[src/rtl/touch_panel_adc_responder.sv]
// SPI responder that behaves like an ADS7843-class touch-screen ADC, clocked from clk_clk.
// Build option: define TP_AUX_CH_EN to add aux_in, which is returned for channel codes 010 and 110.
module touch_panel_adc_responder #(
    parameter int unsigned SYNC_STAGES = 2,
    parameter int unsigned DATA_BITS   = 12
) (
    input  logic                 clk_clk,
    input  logic                 reset_reset_n,
    input  logic                 tp_sclk,
    input  logic                 tp_mosi,
    input  logic                 tp_ss_n,
    output logic                 tp_miso,
    output logic                 tp_busy,
    output logic                 tp_pen_irq_n,
    input  logic [DATA_BITS-1:0] touch_x,
    input  logic [DATA_BITS-1:0] touch_y,
`ifdef TP_AUX_CH_EN
    input  logic [DATA_BITS-1:0] aux_in,
`endif
    input  logic                 pen_down
);

    localparam int unsigned      CNT_W    = $clog2(DATA_BITS + 1);
    localparam logic [CNT_W-1:0] CMD_LAST = CNT_W'(7);
    localparam logic [CNT_W-1:0] REM_BYTE = CNT_W'(7);
    localparam logic [CNT_W-1:0] REM_FULL = CNT_W'(DATA_BITS - 1);

    typedef enum logic [2:0] {
        S_IDLE,
        S_HUNT,
        S_CMD,
        S_BUSY,
        S_DATA
    } state_t;

    logic [SYNC_STAGES-1:0] sclk_sync;
    logic [SYNC_STAGES-1:0] mosi_sync;
    logic [SYNC_STAGES-1:0] ss_sync;
    logic                   sclk_d;
    logic                   sclk_s;
    logic                   mosi_s;
    logic                   ss_s;
    logic                   rise_c;
    logic                   fall_c;

    state_t                 state;
    logic [5:0]             cmd_sr;
    logic [CNT_W-1:0]       bit_cnt;
    logic [DATA_BITS-1:0]   data_sr;
    logic                   mode8;
    logic [1:0]             pd_mode;
    logic [DATA_BITS-1:0]   sample_c;

    // Host signal synchronizers plus one stage of SCLK history for edge detection
    always_ff @(posedge clk_clk or negedge reset_reset_n) begin
        if (!reset_reset_n) begin
            sclk_sync <= '0;
            mosi_sync <= '0;
            ss_sync   <= '1;
            sclk_d    <= 1'b0;
        end else begin
            sclk_sync <= {sclk_sync[SYNC_STAGES-2:0], tp_sclk};
            mosi_sync <= {mosi_sync[SYNC_STAGES-2:0], tp_mosi};
            ss_sync   <= {ss_sync[SYNC_STAGES-2:0], tp_ss_n};
            sclk_d    <= sclk_sync[SYNC_STAGES-1];
        end
    end

    assign sclk_s = sclk_sync[SYNC_STAGES-1];
    assign mosi_s = mosi_sync[SYNC_STAGES-1];
    assign ss_s   = ss_sync[SYNC_STAGES-1];
    assign rise_c = sclk_s & ~sclk_d;
    assign fall_c = ~sclk_s & sclk_d;

    // cmd_sr holds command bits 6..1 while the 8th bit arrives, so A2..A0 sit in [5:3]
    always_comb begin
        sample_c = '0;
        case (cmd_sr[5:3])
            3'b101:  sample_c = touch_x;
            3'b001:  sample_c = touch_y;
`ifdef TP_AUX_CH_EN
            3'b010,
            3'b110:  sample_c = aux_in;
`endif
            default: sample_c = '0;
        endcase
    end

    // Frame FSM; deasserted chip select overrides everything except the latched pd_mode
    always_ff @(posedge clk_clk or negedge reset_reset_n) begin
        if (!reset_reset_n) begin
            state   <= S_IDLE;
            cmd_sr  <= '0;
            bit_cnt <= '0;
            data_sr <= '0;
            mode8   <= 1'b0;
            pd_mode <= 2'b00;
            tp_miso <= 1'b0;
            tp_busy <= 1'b0;
        end else if (ss_s) begin
            state   <= S_IDLE;
            cmd_sr  <= '0;
            bit_cnt <= '0;
            tp_miso <= 1'b0;
            tp_busy <= 1'b0;
        end else begin
            case (state)
                S_IDLE: state <= S_HUNT;
                S_HUNT: begin
                    if (rise_c && mosi_s) begin
                        state   <= S_CMD;
                        cmd_sr  <= '0;
                        bit_cnt <= CNT_W'(1);
                    end
                end
                S_CMD: begin
                    if (rise_c) begin
                        if (bit_cnt == CMD_LAST) begin
                            mode8   <= cmd_sr[2];
                            pd_mode <= {cmd_sr[0], mosi_s};
                            data_sr <= sample_c;
                            bit_cnt <= '0;
                            state   <= S_BUSY;
                        end else begin
                            cmd_sr  <= {cmd_sr[4:0], mosi_s};
                            bit_cnt <= bit_cnt + CNT_W'(1);
                        end
                    end
                end
                S_BUSY: begin
                    // First falling edge raises busy, the second one presents the MSB
                    if (fall_c) begin
                        if (!tp_busy) begin
                            tp_busy <= 1'b1;
                        end else begin
                            tp_busy <= 1'b0;
                            tp_miso <= data_sr[DATA_BITS-1];
                            data_sr <= {data_sr[DATA_BITS-2:0], 1'b0};
                            bit_cnt <= mode8 ? REM_BYTE : REM_FULL;
                            state   <= S_DATA;
                        end
                    end
                end
                S_DATA: begin
                    if (fall_c) begin
                        if (bit_cnt == '0) begin
                            tp_miso <= 1'b0;
                            state   <= S_HUNT;
                        end else begin
                            tp_miso <= data_sr[DATA_BITS-1];
                            data_sr <= {data_sr[DATA_BITS-2:0], 1'b0};
                            bit_cnt <= bit_cnt - CNT_W'(1);
                        end
                    end
                end
                default: state <= S_IDLE;
            endcase
        end
    end

    // Pen interrupt is only armed in power-down mode 00
    always_ff @(posedge clk_clk or negedge reset_reset_n) begin
        if (!reset_reset_n) begin
            tp_pen_irq_n <= 1'b1;
        end else begin
            tp_pen_irq_n <= (pd_mode == 2'b00) ? ~pen_down : 1'b1;
        end
    end

endmodule

[config.mk]
export PLATFORM = sky130hd
export DESIGN_NAME = touch_panel_adc_responder
export DESIGN_NICKNAME = d
export VERILOG_FILES = /design/src/rtl/touch_panel_adc_responder.sv
export SDC_FILE = /design/constraint.sdc
export NUM_CORES = 1
export LEC_CHECK = 0
export CAP_MARGIN = 20
export CORE_UTILIZATION = 35
export DETAILED_ROUTE_END_ITERATION = 7
export SLEW_MARGIN = 0
export SYNTH_ARGS = -nofsm -noshare
export SYNTH_HDL_FRONTEND = slang
export SYNTH_SLANG_ARGS = --single-unit
[constraint.sdc]
create_clock -name clk_clk -period 3.2 [get_ports clk_clk]
set_clock_uncertainty 0.2 [all_clocks]
set_input_delay 0.48 -clock clk_clk [delete_from_list [all_inputs] [get_ports clk_clk]]
set_output_delay 0.48 -clock clk_clk [all_outputs]
set_load 0.005 [all_outputs]
==> run_summary.xml, run 1 <==
<?xml version="1.0" encoding="UTF-8"?>
<metrics>
  <group name="power">
    <metric name="total_power_consumption" unit="µW">1090</metric>
    <metric name="vdd_drop_max" unit="µV">235</metric>
    <metric name="sw_frac_of_total" unit="">0.272</metric>
    <metric name="p_comb_frac" unit="">0.139</metric>
    <metric name="switching_power" unit="µW">297</metric>
    <metric name="cellLeakagePower" unit="µW">0.00100</metric>
    <metric name="intPower" unit="µW">794</metric>
    <metric name="powerDensity" unit="mW/mm²">426</metric>
    <metric name="seq_power_share" unit="">0.536</metric>
    <metric name="clock_network_fraction_of_total_power" unit="">0.325</metric>
  </group>
  <group name="sta">
    <metric name="setup_tns" unit="ps">0</metric>
    <metric name="timing_worst_slew_pin_value" unit="ps">831</metric>
    <metric name="grt_setup_unrepaired" unit="">false</metric>
    <metric name="report.final.setup_viol" unit="">0</metric>
    <metric name="timing.final.crit_period" unit="ps">2380</metric>
    <metric name="fin_worst_hold_slack" unit="ps">73.4</metric>
    <metric name="timing.final.crit_share" unit="">0.744</metric>
    <metric name="timing.max_slew.rel_slack" unit="">0.446</metric>
    <metric name="fmaxAchievable" unit="MHz">420</metric>
    <metric name="report.final.slew_viol_count" unit="">0</metric>
    <metric name="hold_viol" unit="">0</metric>
  </group>
  <group name="synthesis">
    <metric name="synth-seq-cells" unit="">38</metric>
    <metric name="synth_async_sr_flop_share" unit="">1.00</metric>
    <metric name="synth_cell_types" unit="">49</metric>
    <metric name="synth_xor_xnor_area_share" unit="">0.00821</metric>
    <metric name="synth_enable_flop_cells" unit="">0</metric>
    <metric name="most_used_dff_post_synth" unit="">sky130_fd_sc_hd__dfrtp_1</metric>
    <metric name="synth_simple_gate_area_share" unit="">0.191</metric>
    <metric name="net_count_of_the_mapped_netlist" unit="">257</metric>
    <metric name="synth.yosys.seq_area_share" unit="">0.447</metric>
    <metric name="synthesis.yosys.warnings" unit="">0</metric>
    <metric name="synth_fa_ha_area_frac" unit="">0.0176</metric>
    <metric name="synth_cells" unit="">224</metric>
    <metric name="largest_family_of_logic_cells_by_synthesized_area" unit="">simple AND/OR/NAND/NOR gates</metric>
    <metric name="post_synth_instance_area" unit="mm²">0.00213</metric>
    <metric name="mean_post_synth_cell_area" unit="µm²">9.53</metric>
    <metric name="synth.mux.area_fraction" unit="">0.100</metric>
    <metric name="synth-compound-area-share" unit="">0.181</metric>
  </group>
  <group name="die">
    <metric name="initial_utilization" unit="">0.363</metric>
    <metric name="chipWidth" unit="µm">80.1</metric>
    <metric name="top_level_i_o_count" unit="">33</metric>
    <metric name="row_count" unit="">28</metric>
    <metric name="dieArea" unit="mm²">0.00642</metric>
    <metric name="core_area" unit="mm²">0.00589</metric>
    <metric name="floorplan.die.height" unit="µm">80.1</metric>
  </group>
  <group name="layout">
    <metric name="finish.utilization" unit="">0.435</metric>
    <metric name="insertedDiodeCount" unit="">0</metric>
    <metric name="areaGrowthSynthToFinish" unit="%">20.0</metric>
    <metric name="fraction_of_layout_instances_using_a_drive_strength_above_1" unit="">0.104</metric>
    <metric name="finalInstanceArea" unit="mm²">0.00256</metric>
    <metric name="finish.net_count" unit="">282</metric>
  </group>
  <group name="flow_run">
    <metric name="count_of_max_cap_constraint_violations" unit="">0</metric>
  </group>
  <group name="clock_tree">
    <metric name="holdBufCountCts" unit="">0</metric>
    <metric name="postCtsResizedCells" unit="">0</metric>
    <metric name="numCtsBuffers" unit="">5</metric>
    <metric name="cts_tree" unit="">built</metric>
    <metric name="clock_sink_count" unit="">38</metric>
    <metric name="cts_buffer_depth" unit="">2</metric>
    <metric name="post_cts.repair.setup_buffers" unit="">0</metric>
    <metric name="htreeDepth" unit="">2</metric>
    <metric name="clk_root_buffer_cell" unit="">sky130_fd_sc_hd__clkbuf_8</metric>
    <metric name="clock_insertion_delay_at_the_later_pin_of_the_skew_report" unit="ps">300</metric>
    <metric name="cts.reportedPaths.clkPinSlew" unit="ps">80</metric>
  </group>
  <group name="grt">
    <metric name="grt_pass1_wl" unit="mm">7.20</metric>
    <metric name="grt_overflow" unit="">0</metric>
    <metric name="grt_max_degree" unit="">39</metric>
    <metric name="vias_in_the_first_global_route" unit="">1551</metric>
    <metric name="antenna_found_initial" unit="">0</metric>
    <metric name="gr-usage-all-layers" unit="">0.148</metric>
  </group>
  <group name="placed_design">
    <metric name="finalWeightedCongestion" unit="">0.833</metric>
    <metric name="placed_cell_area" unit="mm²">0.00247</metric>
    <metric name="portBuffers" unit="">32</metric>
    <metric name="hpwl" unit="mm">3.08</metric>
  </group>
  <group name="setup_path">
    <metric name="path_max_fanout" unit="">24</metric>
    <metric name="critical_path.slowest_cell" unit="">sky130_fd_sc_hd__dfrtp_1</metric>
    <metric name="cells_along_the_critical_path" unit="">or3b_1, nor2_4, o2111ai_4, o41ai_2</metric>
    <metric name="worstPathArrival" unit="ps">2380</metric>
    <metric name="dominant_delay_contributor_by_cell_family_on_the_critical_path" unit="">simple AND/OR/NAND/NOR gates</metric>
    <metric name="worst_r2r_path_depth" unit="">4</metric>
    <metric name="required" unit="ps">3200</metric>
    <metric name="critPathBufInv" unit="">0</metric>
    <metric name="delay_of_the_slowest_cell_on_the_worst_path" unit="ps">580</metric>
    <metric name="timing_worst_setup_path_type" unit="">flop to flop</metric>
    <metric name="critical_path.startpoint_type" unit="">flop</metric>
    <metric name="worstSetupEndpointType" unit="">flop</metric>
    <metric name="cp.depth" unit="">4</metric>
  </group>
  <group name="detailed_routing">
    <metric name="drt-total-wl" unit="mm">4.33</metric>
    <metric name="detail_route.iter0.violations" unit="">183</metric>
    <metric name="routed-via-count" unit="">1672</metric>
    <metric name="length_of_the_first_detailed_routing_pass_in_iterations" unit="">4</metric>
    <metric name="avgRoutedWirePerCell" unit="µm">13.3</metric>
    <metric name="post-route-drc-count" unit="">0</metric>
    <metric name="post_detailed_route_via_to_cell_ratio" unit="">5.14</metric>
    <metric name="ant_nets" unit="">0</metric>
  </group>
  <group name="outcome">
    <metric name="status" unit="">finished clean</metric>
  </group>
  <group name="hold_path">
    <metric name="hold_path.class" unit="">primary input to asynchronous set/reset pin</metric>
  </group>
</metrics>
[through the flow]
step / std cells / worst slack (ps)
3_5_place_dp: 317 / 849
4_1_cts: 325 / 812
3_3_place_gp: 317 / 874
2_1_floorplan: 224 / 1270
5_1_grt: 325 / 613
6_report: 325 / 821
[sequential cells by signal, indices dropped and copies added, names as in the netlist]
register / cells
bit_cnt: 4
cmd_sr: 6
data_sr: 12
mode8: 1
mosi_sync: 2
pd_mode: 2
sclk_d: 1
sclk_sync: 2
ss_sync: 2
state: 3
tp_busy: 1
tp_miso: 1
tp_pen_irq_n: 1
[cells in the mapped netlist (2+ instances only)]
cell	count	area (µm²)
sky130_fd_sc_hd__nor2b_1	4	25.0
sky130_fd_sc_hd__mux2_2	3	33.8
sky130_fd_sc_hd__a21oi_1	21	105
sky130_fd_sc_hd__o31ai_1	4	30.0
sky130_fd_sc_hd__nor3_1	16	80.1
sky130_fd_sc_hd__dfrtp_1	35	876
sky130_fd_sc_hd__mux2i_1	18	180
sky130_fd_sc_hd__o21ai_1	12	60.1
sky130_fd_sc_hd__o21ai_0	8	40.0
sky130_fd_sc_hd__ha_1	3	37.5
sky130_fd_sc_hd__nand3_1	2	10.0
sky130_fd_sc_hd__nand2_1	27	101
sky130_fd_sc_hd__buf_6	2	22.5
sky130_fd_sc_hd__dfstp_2	3	78.8
sky130_fd_sc_hd__nand3b_1	2	15.0
sky130_fd_sc_hd__a31oi_1	2	12.5
sky130_fd_sc_hd__nor2_1	4	15.0
sky130_fd_sc_hd__nor3b_1	4	30.0
sky130_fd_sc_hd__inv_1	10	37.5
sky130_fd_sc_hd__o41ai_1	3	26.3
sky130_fd_sc_hd__buf_2	7	35.0
sky130_fd_sc_hd__or3_1	3	18.8
sky130_fd_sc_hd__clkbuf_1	5	18.8
[layer usage]
metal | global-route usage | up-vias | wire length [µm]
li1 | - | 854 | -
met1 | 0.195 | 771 | 1980
met2 | 0.231 | 39 | 2110
met3 | 0.0307 | 8 | 163
met4 | 0.0696 | 0 | 83
met5 | 0 | - | 0
[area by class of cell]
cell class,count,area [µm²]
fill,552,3320
multi-input combinational,161,1060
sequential,38,955
timing repair buffer,32,315
tap,75,93.8
clock buffer,6,82.6
inverter,11,41.3
clock inverter,2,12.5
[final timing paths]
check / startpoint / to / slack [ps]
worst max-delay path: state[0] / data_sr[0] / 820
worst min-delay path: reset_reset_n / data_sr[9] / 70
worst max register to register: state[0] / data_sr[0] / 820
worst min register to register: sclk_sync[0] / sclk_sync[1] / 150
max in group asynchronous: reset_reset_n / cmd_sr[4] / 2200
min in group clk_clk: sclk_sync[0] / sclk_sync[1] / 150
[cell families (layout without fill, tap and decap cells)]
| group | after synthesis | count (layout) |
|---|---|---|
| DFF | 38 | 38 |
| adders and majority gates | 3 | 3 |
| xor gates and xnor gates | 2 | 2 |
| and+or+nand+nor | 75 | 75 |
| muxes | 21 | 21 |
| buffers and inverters | 25 | 51 |
| AOI/OAI and AO/OA | 60 | 60 |
[power groups by stage]
stage	logic [µW]	registers [µW]	clock network [µW]
2_1_floorplan	101	576	0
3_3_place_gp	151	592	0
3_5_place_dp	154	592	0
4_1_cts	154	583	363
5_1_grt	175	593	385
6_report	152	584	355
[cells in the final DEF, fill, tap and decap left out, drive strengths merged, types with 2 or more instances in the layout]
master / count
dfrtp: 35
clkdlybuf4s50: 31
nand2: 28
a21oi: 22
o21ai: 20
mux2i: 18
nor3: 17
inv: 11
clkbuf: 6
nor2: 5
nor3b: 4
nor2b: 4
o31ai: 4
o41ai: 4
mux2: 3
or3: 3
ha: 3
dfstp: 3
a31oi: 3
nand3b: 2
nand3: 2
nand2b: 2
nor4: 2
Power figures use the tool's default switching activity.
==> run 2, diff against run 1 <==
==> constraint.sdc (replaced) <==
create_clock -name clk_clk -period 2.1 [get_ports clk_clk]
set_clock_uncertainty 0.2 [all_clocks]
set_input_delay 0.315 -clock clk_clk [delete_from_list [all_inputs] [get_ports clk_clk]]
set_output_delay 0.315 -clock clk_clk [all_outputs]
set_load 0.005 [all_outputs]
==> run 2 against run 1 <==
Compared with the run above: non-clock buffer count up 24; sequential power up 52%; fmax grew 17%; first-iteration DRC count fell by 39%; routed wire length increased by 8.0%; worst setup slack worse by 750 ps; via count rose by 8.2%; cell count grew 7.4%.
==> run_summary.xml, run 2 (synthesized netlist as in run 1, its figures left out) <==
<?xml version="1.0" encoding="UTF-8"?>
<metrics>
  <group name="outcome">
    <metric name="status" unit="">finished clean</metric>
  </group>
  <group name="layout">
    <metric name="layout.cells.most_common" unit="">sky130_fd_sc_hd__dfrtp_1</metric>
    <metric name="finish.net_count" unit="">306</metric>
    <metric name="insertedDiodeCount" unit="">0</metric>
    <metric name="fillCellCount" unit="">561</metric>
    <metric name="max_flop_register" unit="">data_sr</metric>
    <metric name="fraction_of_layout_instances_using_a_drive_strength_above_1" unit="">0.212</metric>
    <metric name="final-seq-area" unit="µm²">957</metric>
    <metric name="largest_register_ffs" unit="">12</metric>
    <metric name="multi_input_comb_area" unit="mm²">0.00112</metric>
    <metric name="layout.cells.most_common_list" unit="">sky130_fd_sc_hd__dfrtp_1 (33), sky130_fd_sc_hd__clkdlybuf4s50_1 (31), sky130_fd_sc_hd__nand2_1 (26)</metric>
    <metric name="largest_registers" unit="">data_sr (12), cmd_sr (6), bit_cnt (4)</metric>
    <metric name="areaGrowthSynthToFinish" unit="%">32.0</metric>
  </group>
  <group name="grt">
    <metric name="grt_pass1_wl" unit="mm">7.81</metric>
    <metric name="grt_max_degree" unit="">39</metric>
    <metric name="grt_overflow" unit="">0</metric>
    <metric name="vias_in_the_first_global_route" unit="">1657</metric>
    <metric name="gr-usage-all-layers" unit="">0.157</metric>
    <metric name="antenna_found_initial" unit="">0</metric>
  </group>
  <group name="setup_path">
    <metric name="worstPathArrival" unit="ps">2020</metric>
    <metric name="timing_worst_setup_path_type" unit="">flop to flop</metric>
    <metric name="ff2ff_setup_slack" unit="ps">70</metric>
    <metric name="worstSetupEndpointType" unit="">flop</metric>
    <metric name="delay_of_the_slowest_cell_on_the_worst_path" unit="ps">430</metric>
    <metric name="critical_path.startpoint_type" unit="">flop</metric>
    <metric name="worst_r2r_path_depth" unit="">5</metric>
    <metric name="path_max_fanout" unit="">7</metric>
    <metric name="critical_path.slowest_cell" unit="">sky130_fd_sc_hd__dfrtp_1</metric>
    <metric name="worstReg2RegEnd" unit="">data_sr[0]</metric>
    <metric name="rr_startpoint" unit="">bit_cnt[1]</metric>
    <metric name="dominant_delay_contributor_by_cell_family_on_the_critical_path" unit="">compound AO/OA/AOI/OAI gates</metric>
    <metric name="cells_along_the_critical_path" unit="">ha_1, nand3b_1, o311ai_4, o2111ai_4, o41ai_2</metric>
    <metric name="critPathBufInv" unit="">0</metric>
    <metric name="required" unit="ps">2090</metric>
  </group>
  <group name="placed_design">
    <metric name="hpwl" unit="mm">3.38</metric>
    <metric name="portBuffers" unit="">32</metric>
    <metric name="post-place-ws" unit="ps">-116</metric>
    <metric name="finalWeightedCongestion" unit="">0.823</metric>
  </group>
  <group name="sta">
    <metric name="timing_worst_slew_pin_value" unit="ps">475</metric>
    <metric name="fin_worst_hold_slack" unit="ps">153</metric>
    <metric name="report.final.setup_viol" unit="">0</metric>
    <metric name="setup_tns" unit="ps">0</metric>
    <metric name="timing.final.crit_share" unit="">0.966</metric>
    <metric name="hold_viol" unit="">0</metric>
    <metric name="timing.final.crit_period" unit="ps">2030</metric>
    <metric name="timing.max_slew.rel_slack" unit="">0.684</metric>
    <metric name="fmaxAchievable" unit="MHz">493</metric>
    <metric name="report.final.slew_viol_count" unit="">0</metric>
    <metric name="setup_slack" unit="ps">71.0</metric>
  </group>
  <group name="detailed_routing">
    <metric name="avgRoutedWirePerCell" unit="µm">13.4</metric>
    <metric name="post-route-drc-count" unit="">0</metric>
    <metric name="detail_route.iter0.violations" unit="">112</metric>
    <metric name="ant_nets" unit="">0</metric>
    <metric name="post_detailed_route_via_to_cell_ratio" unit="">5.18</metric>
    <metric name="drt-total-wl" unit="mm">4.68</metric>
    <metric name="routed-via-count" unit="">1809</metric>
    <metric name="length_of_the_first_detailed_routing_pass_in_iterations" unit="">4</metric>
  </group>
  <group name="die">
    <metric name="core_area" unit="mm²">0.00589</metric>
    <metric name="row_count" unit="">28</metric>
    <metric name="dieArea" unit="mm²">0.00642</metric>
    <metric name="floorplan.die.height" unit="µm">80.1</metric>
    <metric name="initial_utilization" unit="">0.363</metric>
    <metric name="chipWidth" unit="µm">80.1</metric>
    <metric name="top_level_i_o_count" unit="">33</metric>
  </group>
  <group name="clock_tree">
    <metric name="htreeDepth" unit="">2</metric>
    <metric name="clock_sink_count" unit="">38</metric>
    <metric name="cts.reportedPaths.clkPinSlew" unit="ps">80</metric>
    <metric name="cts_buffer_depth" unit="">2</metric>
    <metric name="clk_root_buffer_cell" unit="">sky130_fd_sc_hd__clkbuf_8</metric>
    <metric name="cts_tree" unit="">built</metric>
    <metric name="clock_insertion_delay_at_the_later_pin_of_the_skew_report" unit="ps">290</metric>
    <metric name="numCtsBuffers" unit="">5</metric>
  </group>
  <group name="power">
    <metric name="cellLeakagePower" unit="µW">0.00113</metric>
    <metric name="powerDensity" unit="mW/mm²">608</metric>
    <metric name="vdd_drop_max" unit="µV">345</metric>
  </group>
  <group name="hold_path">
    <metric name="worstHoldStart" unit="">mosi_sync[0]</metric>
    <metric name="holdPathStages" unit="">0</metric>
    <metric name="timing.hold.worst_endpoint" unit="">mosi_sync[1]</metric>
    <metric name="hold_path.class" unit="">flop to flop</metric>
  </group>
  <group name="flow_run">
    <metric name="count_of_max_cap_constraint_violations" unit="">0</metric>
  </group>
</metrics>
run 2: routing by layer:
layer,global-route usage,wire [µm],up-vias
li1,-,-,894
met1,0.220,2310,887
met2,0.247,2210,26
met3,0.0307,119,2
met4,0.0375,30,0
met5,0,0,-
run 2: how the worst max path moves through the flow:
stage / from / end / slack [ps] / cells past startpoint
2_1_floorplan: bit_cnt[0] / data_sr[0] / 170 / 7
3_3_place_gp: bit_cnt[1] / data_sr[3] / 20 / 7
3_5_place_dp: bit_cnt[1] / data_sr[0] / -120 / 5
4_1_cts: bit_cnt[1] / bit_cnt[2] / 3 / 7
5_1_grt: bit_cnt[1] / data_sr[2] / -20 / 7
6_report: bit_cnt[1] / data_sr[0] / 70 / 5
run 2: layout make-up:
type | count | share of cell area
inverter | 11 | 0.0147
multi-input combinational | 161 | 0.397
clock inverter | 2 | 0.00444
tap | 75 | 0.0333
timing repair buffer | 56 | 0.181
clock buffer | 6 | 0.0293
sequential | 38 | 0.340
run 2: per-stage QoR:
| step | instances | util | total power [µW] | area, µm² |
|---|---|---|---|---|
| detailed placement | 337 | 0.447 | 1180 | 2630 |
| floorplan | 224 | - | 1030 | 2130 |
| CTS | 346 | 0.466 | 1710 | 2740 |
| global route | 349 | 0.479 | 1810 | 2820 |
| global placement | 337 | 0.447 | 1170 | 2630 |
| finish | 349 | 0.479 | 1710 | 2820 |
run 2: timing repair:
item / in CTS / in global routing
pin swaps: 0 / 2
endpoints found under the setup margin: 11 / 16
buffers inserted: 0 / 3
hold endpoints to repair: 35 / 0
hold buffers: 1 / 0
resized for setup: 1 / 10
run 2: where the power goes:
group,total [µW],switching (µW),internal [µW]
sequential,888,63.6,824
clock,536,272,264
combinational,289,133,156
total,1710,468,1240
